===== src/rtl/pps_time_keeper_if.sv =====
// Time-keeper bus: time-set request towards the keeper, time of day and
// lock status back from it.
interface pps_time_keeper_if #(
  parameter int unsigned CW = 28
);
  logic          set_time;
  logic [4:0]    set_hh;
  logic [5:0]    set_mm;
  logic [5:0]    set_ss;
  logic [4:0]    hh;
  logic [5:0]    mm;
  logic [5:0]    ss;
  logic          sec_tick;
  logic          locked;
  logic          holdover;
  logic [CW-1:0] period;

  modport master (
    output set_time, set_hh, set_mm, set_ss,
    input  hh, mm, ss, sec_tick, locked, holdover, period
  );

  modport slave (
    input  set_time, set_hh, set_mm, set_ss,
    output hh, mm, ss, sec_tick, locked, holdover, period
  );
endinterface


===== src/rtl/pps_time_keeper.sv =====
// GPS PPS time keeper: timestamps PPS edges against the free-running tick
// counter, locks to PPS, keeps hh:mm:ss and emits one sec_tick per second,
// flywheeling on the last measured period when PPS disappears.
module pps_time_keeper #(
  parameter int unsigned CW         = 28,
  parameter int unsigned NOM_TICKS  = 100_000_000,
  parameter int unsigned TOL        = 1_000,
  parameter int unsigned LOCK_COUNT = 3,
  parameter int unsigned MAX_HOLD   = 3600
) (
  input  logic          clock,
  input  logic          rst,
  input  logic [CW-1:0] counter,
  input  logic          pps,
  pps_time_keeper_if.slave tk
);
  localparam int unsigned   GW        = $clog2(LOCK_COUNT + 1);
  localparam int unsigned   HW        = $clog2(MAX_HOLD + 1);
  localparam logic [CW-1:0] NOM_P     = CW'(NOM_TICKS);
  localparam logic [CW-1:0] WIN_LO    = CW'(NOM_TICKS - TOL);
  localparam logic [CW-1:0] WIN_HI    = CW'(NOM_TICKS + TOL);
  localparam logic [CW-1:0] TOL_M1    = CW'(TOL - 1);
  localparam logic [GW-1:0] GOOD_LAST = GW'(LOCK_COUNT - 1);
  localparam logic [HW-1:0] HOLD_LAST = HW'(MAX_HOLD - 1);

  typedef enum logic [1:0] {HUNT, ACQUIRE, LOCKED, HOLDOVER} state_t;

  state_t        state_q, state_d;
  logic          pps_s1_q, pps_s1_d, pps_s2_q, pps_s2_d, pps_s3_q, pps_s3_d;
  logic          pps_evt_q, pps_evt_d;
  logic [CW-1:0] last_cap_q, last_cap_d;
  logic [GW-1:0] good_cnt_q, good_cnt_d;
  logic [CW-1:0] local_cnt_q, local_cnt_d;
  logic [HW-1:0] hold_secs_q, hold_secs_d;
  logic [CW-1:0] period_q, period_d;
  logic          sec_tick_q, tick_d;
  logic [4:0]    hh_q, hh_d;
  logic [5:0]    mm_q, mm_d, ss_q, ss_d;
  logic [CW-1:0] delta;
  logic          delta_good;
  logic          set_ok;

  // PPS synchroniser and registered rising-edge detect (pin rise -> evt in 3 clocks)
  always_comb begin
    pps_s1_d  = pps;
    pps_s2_d  = pps_s1_q;
    pps_s3_d  = pps_s2_q;
    pps_evt_d = pps_s2_q & ~pps_s3_q;
  end

  // Lock FSM: next state, capture/period bookkeeping and second-boundary decision
  always_comb begin
    state_d     = state_q;
    last_cap_d  = last_cap_q;
    good_cnt_d  = good_cnt_q;
    local_cnt_d = local_cnt_q + CW'(1);
    hold_secs_d = hold_secs_q;
    period_d    = period_q;
    tick_d      = 1'b0;
    delta       = counter - last_cap_q;
    delta_good  = (delta >= WIN_LO) && (delta <= WIN_HI);
    unique case (state_q)
      HUNT: begin
        if (pps_evt_q) begin
          last_cap_d = counter;
          good_cnt_d = '0;
          state_d    = ACQUIRE;
        end
      end
      ACQUIRE: begin
        if (pps_evt_q) begin
          last_cap_d = counter;
          if (delta_good) begin
            good_cnt_d = good_cnt_q + GW'(1);
            if (good_cnt_q == GOOD_LAST) begin
              state_d     = LOCKED;
              period_d    = delta;
              tick_d      = 1'b1;
              local_cnt_d = '0;
            end
          end else begin
            good_cnt_d = '0;
          end
        end
      end
      LOCKED: begin
        // An out-of-window edge is a glitch: it neither ticks nor moves
        // the capture reference, and the loss timeout keeps running.
        if (pps_evt_q && delta_good) begin
          tick_d      = 1'b1;
          period_d    = delta;
          last_cap_d  = counter;
          local_cnt_d = '0;
        end else if (local_cnt_q == period_q + TOL_M1) begin
          state_d     = HOLDOVER;
          tick_d      = 1'b1;
          local_cnt_d = '0;
          hold_secs_d = '0;
        end
      end
      HOLDOVER: begin
        if (pps_evt_q) begin
          // Late in the flywheel second: PPS is the boundary we owe.
          // Early: that second was already ticked, just realign.
          state_d     = LOCKED;
          last_cap_d  = counter;
          local_cnt_d = '0;
          tick_d      = (local_cnt_q >= (period_q >> 1));
        end else if (local_cnt_q == period_q - CW'(1)) begin
          tick_d      = 1'b1;
          local_cnt_d = '0;
          hold_secs_d = hold_secs_q + HW'(1);
          if (hold_secs_q == HOLD_LAST) begin
            state_d = HUNT;
          end
        end
      end
      default: state_d = HUNT;
    endcase
  end

  // Time of day: a valid load wins over a coincident second tick
  always_comb begin
    hh_d   = hh_q;
    mm_d   = mm_q;
    ss_d   = ss_q;
    set_ok = (tk.set_hh <= 5'd23) && (tk.set_mm <= 6'd59) && (tk.set_ss <= 6'd59);
    if (tk.set_time && set_ok) begin
      hh_d = tk.set_hh;
      mm_d = tk.set_mm;
      ss_d = tk.set_ss;
    end else if (tick_d) begin
      if (ss_q == 6'd59) begin
        ss_d = '0;
        if (mm_q == 6'd59) begin
          mm_d = '0;
          if (hh_q == 5'd23) begin
            hh_d = '0;
          end else begin
            hh_d = hh_q + 5'd1;
          end
        end else begin
          mm_d = mm_q + 6'd1;
        end
      end else begin
        ss_d = ss_q + 6'd1;
      end
    end
  end

  // State register with synchronous reset
  always_ff @(posedge clock) begin
    if (rst) begin
      state_q     <= HUNT;
      pps_s1_q    <= 1'b0;
      pps_s2_q    <= 1'b0;
      pps_s3_q    <= 1'b0;
      pps_evt_q   <= 1'b0;
      last_cap_q  <= '0;
      good_cnt_q  <= '0;
      local_cnt_q <= '0;
      hold_secs_q <= '0;
      period_q    <= NOM_P;
      sec_tick_q  <= 1'b0;
      hh_q        <= '0;
      mm_q        <= '0;
      ss_q        <= '0;
    end else begin
      state_q     <= state_d;
      pps_s1_q    <= pps_s1_d;
      pps_s2_q    <= pps_s2_d;
      pps_s3_q    <= pps_s3_d;
      pps_evt_q   <= pps_evt_d;
      last_cap_q  <= last_cap_d;
      good_cnt_q  <= good_cnt_d;
      local_cnt_q <= local_cnt_d;
      hold_secs_q <= hold_secs_d;
      period_q    <= period_d;
      sec_tick_q  <= tick_d;
      hh_q        <= hh_d;
      mm_q        <= mm_d;
      ss_q        <= ss_d;
    end
  end

  assign tk.hh       = hh_q;
  assign tk.mm       = mm_q;
  assign tk.ss       = ss_q;
  assign tk.sec_tick = sec_tick_q;
  assign tk.locked   = (state_q == LOCKED);
  assign tk.holdover = (state_q == HOLDOVER);
  assign tk.period   = period_q;
endmodule


===== src/flat_wrapper.sv =====
// flat-port wrapper written by rule: the top's interface ports become plain ports
module pps_time_keeper_flat 
#(
  parameter int unsigned CW         = 28,
  parameter int unsigned NOM_TICKS  = 100_000_000,
  parameter int unsigned TOL        = 1_000,
  parameter int unsigned LOCK_COUNT = 3,
  parameter int unsigned MAX_HOLD   = 3600
)
  (clock, rst, counter, pps, tk_set_time, tk_set_hh, tk_set_mm, tk_set_ss, tk_hh, tk_mm, tk_ss, tk_sec_tick, tk_locked, tk_holdover, tk_period);
  pps_time_keeper_if #(.CW(CW)) tk_i ();
  input  logic clock;
  input  logic rst;
  input  logic [CW-1:0] counter;
  input  logic pps;
  input wire logic [$bits(tk_i.set_time)-1:0] tk_set_time;
  input wire logic [$bits(tk_i.set_hh)-1:0] tk_set_hh;
  input wire logic [$bits(tk_i.set_mm)-1:0] tk_set_mm;
  input wire logic [$bits(tk_i.set_ss)-1:0] tk_set_ss;
  output wire logic [$bits(tk_i.hh)-1:0] tk_hh;
  output wire logic [$bits(tk_i.mm)-1:0] tk_mm;
  output wire logic [$bits(tk_i.ss)-1:0] tk_ss;
  output wire logic [$bits(tk_i.sec_tick)-1:0] tk_sec_tick;
  output wire logic [$bits(tk_i.locked)-1:0] tk_locked;
  output wire logic [$bits(tk_i.holdover)-1:0] tk_holdover;
  output wire logic [$bits(tk_i.period)-1:0] tk_period;
  assign tk_i.set_time = tk_set_time;
  assign tk_i.set_hh = tk_set_hh;
  assign tk_i.set_mm = tk_set_mm;
  assign tk_i.set_ss = tk_set_ss;
  assign tk_hh = tk_i.hh;
  assign tk_mm = tk_i.mm;
  assign tk_ss = tk_i.ss;
  assign tk_sec_tick = tk_i.sec_tick;
  assign tk_locked = tk_i.locked;
  assign tk_holdover = tk_i.holdover;
  assign tk_period = tk_i.period;
  pps_time_keeper #(.CW(CW), .NOM_TICKS(NOM_TICKS), .TOL(TOL), .LOCK_COUNT(LOCK_COUNT), .MAX_HOLD(MAX_HOLD)) u_core (.clock(clock), .rst(rst), .counter(counter), .pps(pps), .tk(tk_i));
endmodule

===== config.mk =====
export PLATFORM = sky130hd
export DESIGN_NAME = pps_time_keeper_flat
export DESIGN_NICKNAME = d
export VERILOG_FILES = /design/src/rtl/pps_time_keeper_if.sv /design/src/rtl/pps_time_keeper.sv /design/src/flat_wrapper.sv
export SDC_FILE = /design/constraint.sdc
export NUM_CORES = 1
export LEC_CHECK = 0
export CAP_MARGIN = 20
export CORE_MARGIN = 2
export CORE_UTILIZATION = 55
export DETAILED_ROUTE_END_ITERATION = 8
export PLACE_DENSITY = 0.88
export SYNTH_ARGS = -nofsm -noshare
export SYNTH_HDL_FRONTEND = slang
export SYNTH_SLANG_ARGS = --single-unit
export TNS_END_PERCENT = 1

===== constraint.sdc =====
create_clock -name clock -period 8.05 [get_ports clock]
set_clock_uncertainty 0.1 [all_clocks]
set_input_delay 2.415 -clock clock [delete_from_list [all_inputs] [get_ports clock]]
set_output_delay 2.415 -clock clock [all_outputs]
set_load 0.005 [all_outputs]

After elaboration in Yosys (flattened, before gate mapping)
Index checks and enable logic that the tools add are counted.

$add $sub $neg: 9. Multipliers: 0. Div/mod/pow operators: 0. Magnitude comparators: 6. Equal/unequal tests: 22. Shift operators: 0. Muxes and demuxes: 55. Bitwise operators: 2. Reduce and logical (&&, ||, !) cells: 20.

Operators with widths (count): 2-to-1 mux 28 bit (13); case mux 28 bit (2 select lines) (2); case mux 28 bit (3 select lines) (1); equality test 28 bit (2); 2-to-1 mux 12 bit (4); 2-to-1 mux 6 bit (7); adder 28 x 1 -> 28 bit (second input constant) (1); adder 28 x 10 -> 28 bit (second input constant) (1); >= comparator 28 x 27 -> 1 bit (1); >= comparator 28 x 27 -> 1 bit (second input constant) (1); less-or-equal comparator 28 x 27 -> 1 bit (second input constant) (1); subtractor 28 x 1 -> 28 bit (second input constant) (1); subtractor 28 bit (1); 2-to-1 mux 5 bit (5); 2-to-1 mux 2 bit (12); case mux 12 bit (2 select lines) (1); inequality test 2 x 1 -> 1 bit (second input constant) (8); adder 12 x 1 -> 12 bit (second input constant) (1); adder 6 x 1 -> 6 bit (second input constant) (2); equality test 12 bit (second input constant) (1); equality test 6 bit (second input constant) (2); less-or-equal comparator 6 bit (second input constant) (2); nonzero test 2 bit (6); AND reduction 5 bit (2); other kinds (20) (36).

Register bits after elaboration: 122. Bits in latches: 0. RAM bits: 0. ROM bits: 0. Input bits: 49. Output and inout port bits: 48. Memories: 0.

Logic depth before layout (Yosys ltp)
Gate-level depths: netlist of the first run.

Depth in word-level cells: 8. Gate-level depth with buffers: 17. Depth with buffers taken out: 15.

Worst setup path after synthesis of the first run
OpenSTA, ideal clock, no wires.

Kind: input to register. Start: input counter[0]. End: register u_core.mm_q[2] (netlist: u_core.tk.mm[2]). Setup time: 0.074 ns. Arrival time: 6.277 ns. Required time: 7.876 ns. Path slack: 1.598 ns. Stages on the path: 16. Cells stage by stage: inv_1 -> ha_1 -> inv_1 -> fa_1 -> a211oi_2 -> o21ai_2 -> a21oi_1 -> and4b_4 -> nor3_4 -> nand4_2 -> or4_4 -> a2111oi_4 -> a21oi_2 -> buf_6 -> or4_1 -> a31oi_1.

Cells in the longest elaborated chain, start to end: 8. Elaborated cells between the ends (all ways): 11. Those cells by class: add/sub (1); order compare (2); mux (4); reduce/logical (4).

Ends and longest elaborated chain: start, declared (line flat_wrapper.sv:14) `input logic [CW-1:0] counter;`; subtractor 28 bit * (line pps_time_keeper.sv:60) `delta = counter - last_cap_q;`; >= comparator 28 x 27 -> 1 bit or less-or-equal comparator 28 x 27 -> 1 bit (tied branches) (line pps_time_keeper.sv:61) `delta_good = (delta >= WIN_LO) && (delta <= WIN_HI);`; logical AND 1 bit * (line pps_time_keeper.sv:61); 2-to-1 mux 1 bit or logical AND 1 bit (tied branches) (line pps_time_keeper.sv:73, pps_time_keeper.sv:89); 2-to-1 mux 1 bit (on tied branches) (line pps_time_keeper.sv:71, pps_time_keeper.sv:89); case mux 1 bit (3 select lines) * (line pps_time_keeper.sv:62) `unique case (state_q)`; nonzero test 2 bit (no source line) *; AND reduction 2 bit (no source line) *; end signal, assigned (line pps_time_keeper.sv:181) `mm_q <= mm_d;`; end, declared (line pps_time_keeper.sv:38) `logic [5:0] mm_q, mm_d, ss_q, ss_d;`.

Mark *: on every way between the ends. The rest lies on a longest branch, timed or not. A chain may end at the register's enable or synchronous reset.

Worst setup path in the final report of the first run
Start: input counter[0]. End: register u_core.mm_q[4] (netlist: u_core.tk.mm[4]).

Same word-level chain as after synthesis.

==> results of run 1 <==
## worst max-delay path: stages
cell and delay [ns]:
clkdlybuf4s50_1 0.44, inv_1 0.08, ha_1 0.17, inv_1 0.06, fa_1 0.41, a211oi_2 0.38
o21ai_2 0.15, a21oi_1 0.22, and4b_4 0.25, nor3_4 0.19, nand4_2 0.19, or4_4 0.59
a2111oi_4 0.61, a21oi_2 0.25, buf_8 0.22, or4_1 0.52, a311oi_1 0.25
## logic make-up after synthesis
group / Yosys count
AND/OR/NAND/NOR: 525
adder cells (fa/ha/maj): 66
XOR/XNOR: 86
flip-flops: 122
multiplexers: 42
buffers and inverters: 159
AO/OA/AOI/OAI: 353
## synth_stat cells (6+ instances only)
library cell / n / area (µm²)
nor2_1: 135 / 507
dfxtp_1: 122 / 2440
nand2_1: 90 / 338
inv_1: 83 / 312
a21oi_1: 75 / 375
ha_1: 65 / 813
nand3_1: 58 / 290
o21ai_0: 52 / 260
xnor2_1: 45 / 394
clkbuf_1: 43 / 161
xor2_1: 40 / 350
mux2i_1: 37 / 370
nor3_1: 36 / 180
nand4_1: 32 / 200
nor4_1: 23 / 144
o211ai_1: 23 / 173
or3_1: 23 / 144
buf_2: 22 / 110
a21o_1: 17 / 128
or4_1: 17 / 128
a211oi_1: 16 / 120
and3_1: 16 / 100
o31ai_1: 16 / 120
nand2b_1: 14 / 87.6
a31oi_1: 13 / 81.3
and4_1: 12 / 105
and2_1: 11 / 68.8
o21a_1: 11 / 82.6
o2111ai_1: 10 / 87.6
nor3b_1: 9 / 67.6
o21ai_1: 9 / 45.0
o41ai_1: 8 / 70.1
a2111oi_0: 7 / 61.3
a21oi_2: 7 / 61.3
a311oi_1: 7 / 61.3
a41oi_1: 7 / 61.3
nand4b_1: 7 / 61.3
nor2b_1: 7 / 43.8
o22ai_1: 7 / 43.8
a22oi_1: 6 / 45.0
## cell type report
cell class / instances / share of cell area, %
Tap cell: 234 / 2.42
Clock inverter: 12 / 1.53
Multi-Input combinational cell: 1072 / 61.0
Timing Repair Buffer: 104 / 8.47
Sequential cell: 122 / 20.2
Inverter: 84 / 2.61
Clock buffer: 19 / 3.75
## worst paths after layout
kind | slack [ns] | from | cells after the start | endpoint
worst max-delay path | 0.88 | counter[0] | 17 | u_core.tk.mm[4]
worst min-delay path | 0.29 | u_core.pps_s3_q | 1 | u_core.pps_evt_q
worst max register to register | 3.04 | u_core.last_cap_q[0] | 15 | u_core.tk.mm[4]
worst min register to register | 0.29 | u_core.pps_s3_q | 1 | u_core.pps_evt_q
## per-layer routing
| layer | vias to the layer above | routed length (µm) | GRT usage [%] |
|---|---|---|---|
| met1 | 5072 | 12900 | 38.8 |
| met2 | 520 | 14400 | 49.3 |
| met3 | 63 | 2260 | 5.25 |
| met5 | - | 0 | 0 |
| li1 | 5142 | - | - |
| met4 | 0 | 919 | 12.2 |
## power by group through the flow
stage	Sequential (mW)	Clock [mW]	Combinational, mW
2_1_floorplan	0.761	0	0.842
3_3_place_gp	0.879	0	1.09
3_5_place_dp	0.882	0	1.11
4_1_cts	0.868	0.855	1.12
5_1_grt	0.887	0.885	1.24
6_report	0.877	0.848	1.14
## through the flow
stage | power (mW) | hold slack [ns] | cells
2_1_floorplan | 1.60 | 0.267 | 1353
4_1_cts | 2.84 | 0.298 | 1647
6_report | 2.86 | 0.294 | 1647
3_3_place_gp | 1.97 | 0.271 | 1615
5_1_grt | 3.01 | 0.312 | 1647
3_5_place_dp | 1.99 | 0.287 | 1616
## flip-flops by register name (all words and copies together), names as in the netlist
| register | cells |
|---|---|
| u_core.last_cap_q | 28 |
| u_core.state_q | 2 |
| u_core.pps_s3_q | 1 |
| u_core.tk.hh | 5 |
| u_core.pps_s1_q | 1 |
| u_core.local_cnt_q | 28 |
| u_core.pps_evt_q | 1 |
| u_core.good_cnt_q | 2 |
| u_core.hold_secs_q | 12 |
| u_core.tk.mm | 6 |
| u_core.tk.period | 28 |
| u_core.tk.ss | 6 |
| u_core.pps_s2_q | 1 |
| u_core.tk.sec_tick | 1 |
==> out/results.tsv, run 1 <==
stage	metric	value	unit
status	status	finished, final reports clean	
cells_and_area	Area Overhead vs Synth	15.3	%
timing	Max Fclk	140	MHz
cells_and_area	final cell utilization of the core	64.6	%
setup_path	Crit Path Category	primary input to flip-flop	
cells_and_area	Final nets	1516	
drt	DRC	0	
place	GPL Wtd Cong	0.985	
synthesis	cell count after synthesis	1353	
pwr	Net Sw Frac	41.0	%
pwr	Reg power frac	30.6	%
setup_path	Max Fanout on Critical Path	26	
cts	Worst-Skew Late Latency	0.43	ns
die	core area	18700	µm²
drt	Routed WL	30500	µm
setup_path	WP data required	8.29	ns
drt	Iteration-0 DRC Markers	948	
synthesis	Syn Area/Cell	7.74	µm²
synthesis	compound-gate portion of the synthesized area	24.1	%
cts	CTS root buf	clkbuf_16	
setup_path	CP Capture Type	flip-flop	
synthesis	Net Count, Synth	1468	
die	die area	20200	µm²
drt	routed via count	10800	
synthesis	post-synthesis adder-cell area fraction	7.95	%
place	# port buffers	96	
synthesis	Syn Std Cell Area	10500	µm²
synthesis	Synth Register Bits	122	
pwr	Comb pwr share	39.8	%
die	num rows	50	
synthesis	main combinational cell family by area after synthesis	simple AND/OR/NAND/NOR gates	
cells_and_area	layout cells sized above 1	6.02	%
synthesis	number of synthesized flops with an enable pin	0	
global_route	largest net degree at the start of global routing	74	
cells_and_area	commonest non-fill, non-tap cell in the layout	nor2_1	
pwr	maximum vdd drop	0.177	mV
timing	RSZ-0062 raised after global routing	no	
cts	H-tree levels	4	
global_route	vias in the first global route	9814	
place	dpl cell area	11400	µm²
place	post-DP HPWL	22600	µm
timing	Worst slew margin	41.4	%
drt	WL per Instance	18.5	µm
synthesis	post-synthesis mux area share	4.07	%
drt	DRT Pass-1 Iters	6	
timing	final hold viol count	0	
die	die width	142	µm
drt	DRT antenna net count	0	
cts	CTS clk-pin slew, worst paths	0.06	ns
global_route	initial antenna violation count	0	
synthesis	count of cell types in the netlist	94	
timing	post-route setup TNS	0	ns
synthesis	Post-synth ARST share	0	%
cts	Max Buffers Root-to-Sink	2	
die	Die Y	142	µm
global_route	total gr overflow	0	
global_route	first-pass GRT wire length	49000	µm
cells_and_area	area taken by multi-input logic gates	7370	µm²
setup_path	crit path DAT	7.41	ns
synthesis	register area share after synthesis	23.3	%
min_path	HP Class	flip-flop to flip-flop	
timing	Slew Limit Fails	0	
cells_and_area	register area	2440	µm²
synthesis	Post-synth top flop	dfxtp_1	
cells_and_area	final instance area	12100	µm²
run	max_cap viols	0	
place	Setup Slack @ Placement	0.533	ns
pwr	Clock power frac	29.6	%
cts	Num CTS Buffers	17	
cts	Post-CTS Setup Inserts	0	
pwr	Int Power	1.69	mW
cells_and_area	ant diodes	0	
cells_and_area	Fill cells	1585	
cells_and_area	commonest cells after routing, fill and taps aside	nor2_1, dfxtp_1, clkdlybuf4s50_1	
timing	Slew @ Worst Pin	0.876	ns
timing	Setup WS post-layout	0.882	ns
pwr	P_sw	1.17	mW
timing	Final Setup Violations	0	
cts	CTS Sinks	122	
timing	period utilisation layout	89.0	%
cts	CTS resizes	0	
global_route	Global Route Usage Sum	29.9	%
pwr	Pwr per Cell Area	237	nW/µm²
cts	Hold-fix buffers, CTS	0	
cts	CTS tree	yes	
timing	minimum clock period	7.17	ns
die	io pins	97	
drt	routed vias/inst	6.56	
setup_path	crit start category	primary input	
pwr	Leak Pwr	4.49	nW
synthesis	Post-Synth Simple-Gate Area	26.9	%
synthesis	YS warnings	0	
synthesis	synthesized-area fraction occupied by xor and xnor cells	7.32	%
die	Starting Density	56.0	%
(Power assumes the default switching activity.)
==> run 2, diff against run 1 <==
--- a/config.mk
+++ b/config.mk
@@ -7,10 +7,10 @@
 export LEC_CHECK = 0
 export CAP_MARGIN = 20
 export CORE_MARGIN = 2
-export CORE_UTILIZATION = 55
+export CORE_UTILIZATION = 40
 export DETAILED_ROUTE_END_ITERATION = 8
-export PLACE_DENSITY = 0.88
+export PLACE_DENSITY = 0.7
 export SYNTH_ARGS = -nofsm -noshare
 export SYNTH_HDL_FRONTEND = slang
 export SYNTH_SLANG_ARGS = --single-unit
-export TNS_END_PERCENT = 1
+export TNS_END_PERCENT = 10
==> run 2 against run 1 <==
Clock power fell by 7.1%. Combinational power about the same. Clock-buffer cell count down 1. Maximum frequency down 0.66%. Cell count grew 6.4%. Critical endpoint unchanged. Non-clock buffer count is 3 higher. Flip-flop and latch count stayed put. Worst hold slack got worse by 0.0072 ns. Critical path depth unchanged. Setup slack worse by 0.048 ns. Routed wire length is 2.1% higher. Core utilization down 18 points.
==> out/results.tsv, run 2 (synthesized netlist as in run 1, its figures left out) <==
stage	metric	value	unit	change
cells_and_area	layout cells sized above 1	6.21	%	+0.19 points
cts	CTS resizes	0		unchanged
setup_path	CP Capture Type	flip-flop		
drt	routed via count	10600		-1.9%
drt	WL per Instance	17.7	µm	-4.0%
timing	Final Setup Violations	0		unchanged
timing	hold_ws	0.287	ns	-0.00723 ns
cts	CTS Sinks	122		unchanged
drt	Iteration-0 DRC Markers	903		-4.7%
cts	H-tree levels	4		unchanged
drt	Routed WL	31100	µm	+2.1%
pwr	maximum vdd drop	0.116	mV	-34%
die	die area	27500	µm²	+36%
cts	Max Buffers Root-to-Sink	2		unchanged
timing	Slew @ Worst Pin	0.901	ns	+0.0254 ns
cells_and_area	Area Overhead vs Synth	16.3	%	
cts	Hold-fix buffers, CTS	0		unchanged
setup_path	WP data required	8.29	ns	about the same
drt	DRC	0		unchanged
timing	minimum clock period	7.22	ns	+0.0480 ns
global_route	Global Route Usage Sum	22.2	%	-7.7 points
die	Die Y	166	µm	+17%
timing	Slew Limit Fails	0		unchanged
drt	DRT Pass-1 Iters	5		-1
global_route	largest net degree at the start of global routing	74		unchanged
place	Inst Count DP	1720		+6.4%
die	core area	25900	µm²	+39%
global_route	first-pass GRT wire length	50900	µm	+3.9%
drt	DRT antenna net count	0		unchanged
pwr	Leak Pwr	4.48	nW	-0.30%
cells_and_area	commonest non-fill, non-tap cell in the layout	nor2_1		
pwr	Pwr per Cell Area	230	nW/µm²	-2.8%
cts	CTS tree	yes		
die	Starting Density	40.4	%	-16 points
die	die width	166	µm	+17%
min_path	WHS Path Cells	1		unchanged
cells_and_area	commonest cells after routing, fill and taps aside	nor2_1, dfxtp_1, clkdlybuf4s50_1		
global_route	total gr overflow	0		unchanged
die	num rows	59		+18%
setup_path	reg2reg path depth	15		unchanged
cells_and_area	Non-Filler Instances	1752		+6.4%
global_route	initial antenna violation count	0		unchanged
timing	RSZ-0062 raised after global routing	no		
setup_path	Max Fanout on Critical Path	26		unchanged
min_path	HP Class	flip-flop to flip-flop		
timing	Max Fclk	139	MHz	-0.66%
timing	period utilisation layout	89.6	%	+0.60 points
die	io pins	97		unchanged
cts	CTS root buf	clkbuf_16		
cells_and_area	Final nets	1519		+0.20%
place	GPL Wtd Cong	0.937		-4.8%
setup_path	crit path DAT	7.45	ns	+0.04 ns
drt	routed vias/inst	6.04		-7.8%
cts	Post-CTS Setup Inserts	0		unchanged
cts	Num CTS Buffers	17		unchanged
setup_path	Crit Path Category	primary input to flip-flop		
timing	Worst slew margin	39.8	%	-1.7 points
place	# port buffers	96		unchanged
status	status	finished, final reports clean		
timing	post-route setup TNS	0	ns	unchanged
cts	Worst-Skew Late Latency	0.43	ns	about the same
run	max_cap viols	0		unchanged
setup_path	crit start category	primary input		
cts	CTS clk-pin slew, worst paths	0.06	ns	about the same
global_route	vias in the first global route	9785		-0.30%
place	post-DP HPWL	23700	µm	+5.1%
timing	final hold viol count	0		unchanged
cells_and_area	ant diodes	0		unchanged
-- run 2: stage by stage --
stage          power (mW)  area (µm²)  utilization [%]  setup WS (ns)
2_1_floorplan        1.60       10500                -           1.60
3_3_place_gp         1.99       11600             44.7          0.515
3_5_place_dp         2.00       11600             44.8          0.484
4_1_cts              2.79       12200             47.0          0.887
5_1_grt              2.97       12200             47.0          0.517
6_report             2.81       12200             47.0          0.834
-- run 2: routing by layer --
layer / GRT usage [%] / part of all wire [%] / vias up
li1: - / - / 5145
met1: 29.8 / 46 / 5052
met2: 35.8 / 47 / 334
met3: 3.96 / 4.7 / 58
met4: 8.05 / 2.6 / 0
met5: 0 / 0 / -
-- run 2: where the power goes --
part	switching [mW]	leakage (nW)	internal (mW)	total (mW)
clock network	0.326	0.284	0.463	0.788
logic	0.663	3.20	0.481	1.14
registers	0.197	0.992	0.676	0.873
-- run 2: layout make-up --
cell class / count / area (µm²)
Tap cell: 335 / 419
Inverter: 84 / 315
Clock inverter: 14 / 161
Clock buffer: 18 / 429
Fill cell: 2509 / 13700
Multi-Input combinational cell: 1072 / 7370
Sequential cell: 122 / 2440
Timing Repair Buffer: 107 / 1050
-- run 2: worst max-delay path, cell delays in order --
cell,delay (ns)
clkdlybuf4s50_1,0.45
inv_1,0.08
ha_1,0.17
inv_1,0.06
fa_1,0.41
a211oi_2,0.38
o21ai_2,0.16
a211o_1,0.28
a32oi_1,0.21
o31a_1,0.19
nand4_2,0.17
or4_4,0.59
a2111oi_4,0.63
a21oi_2,0.24
buf_8,0.22
or4_1,0.52
a311oi_1,0.27
-- run 2: worst paths after layout --
path,slack [ns],startpoint,endpoint
setup / recovery,0.83,counter[0],u_core.tk.mm[4]
setup reg to reg,3.01,u_core.last_cap_q[0],u_core.tk.mm[4]
hold / removal,0.29,u_core.pps_s3_q,u_core.pps_evt_q
hold reg to reg,0.29,u_core.pps_s3_q,u_core.pps_evt_q
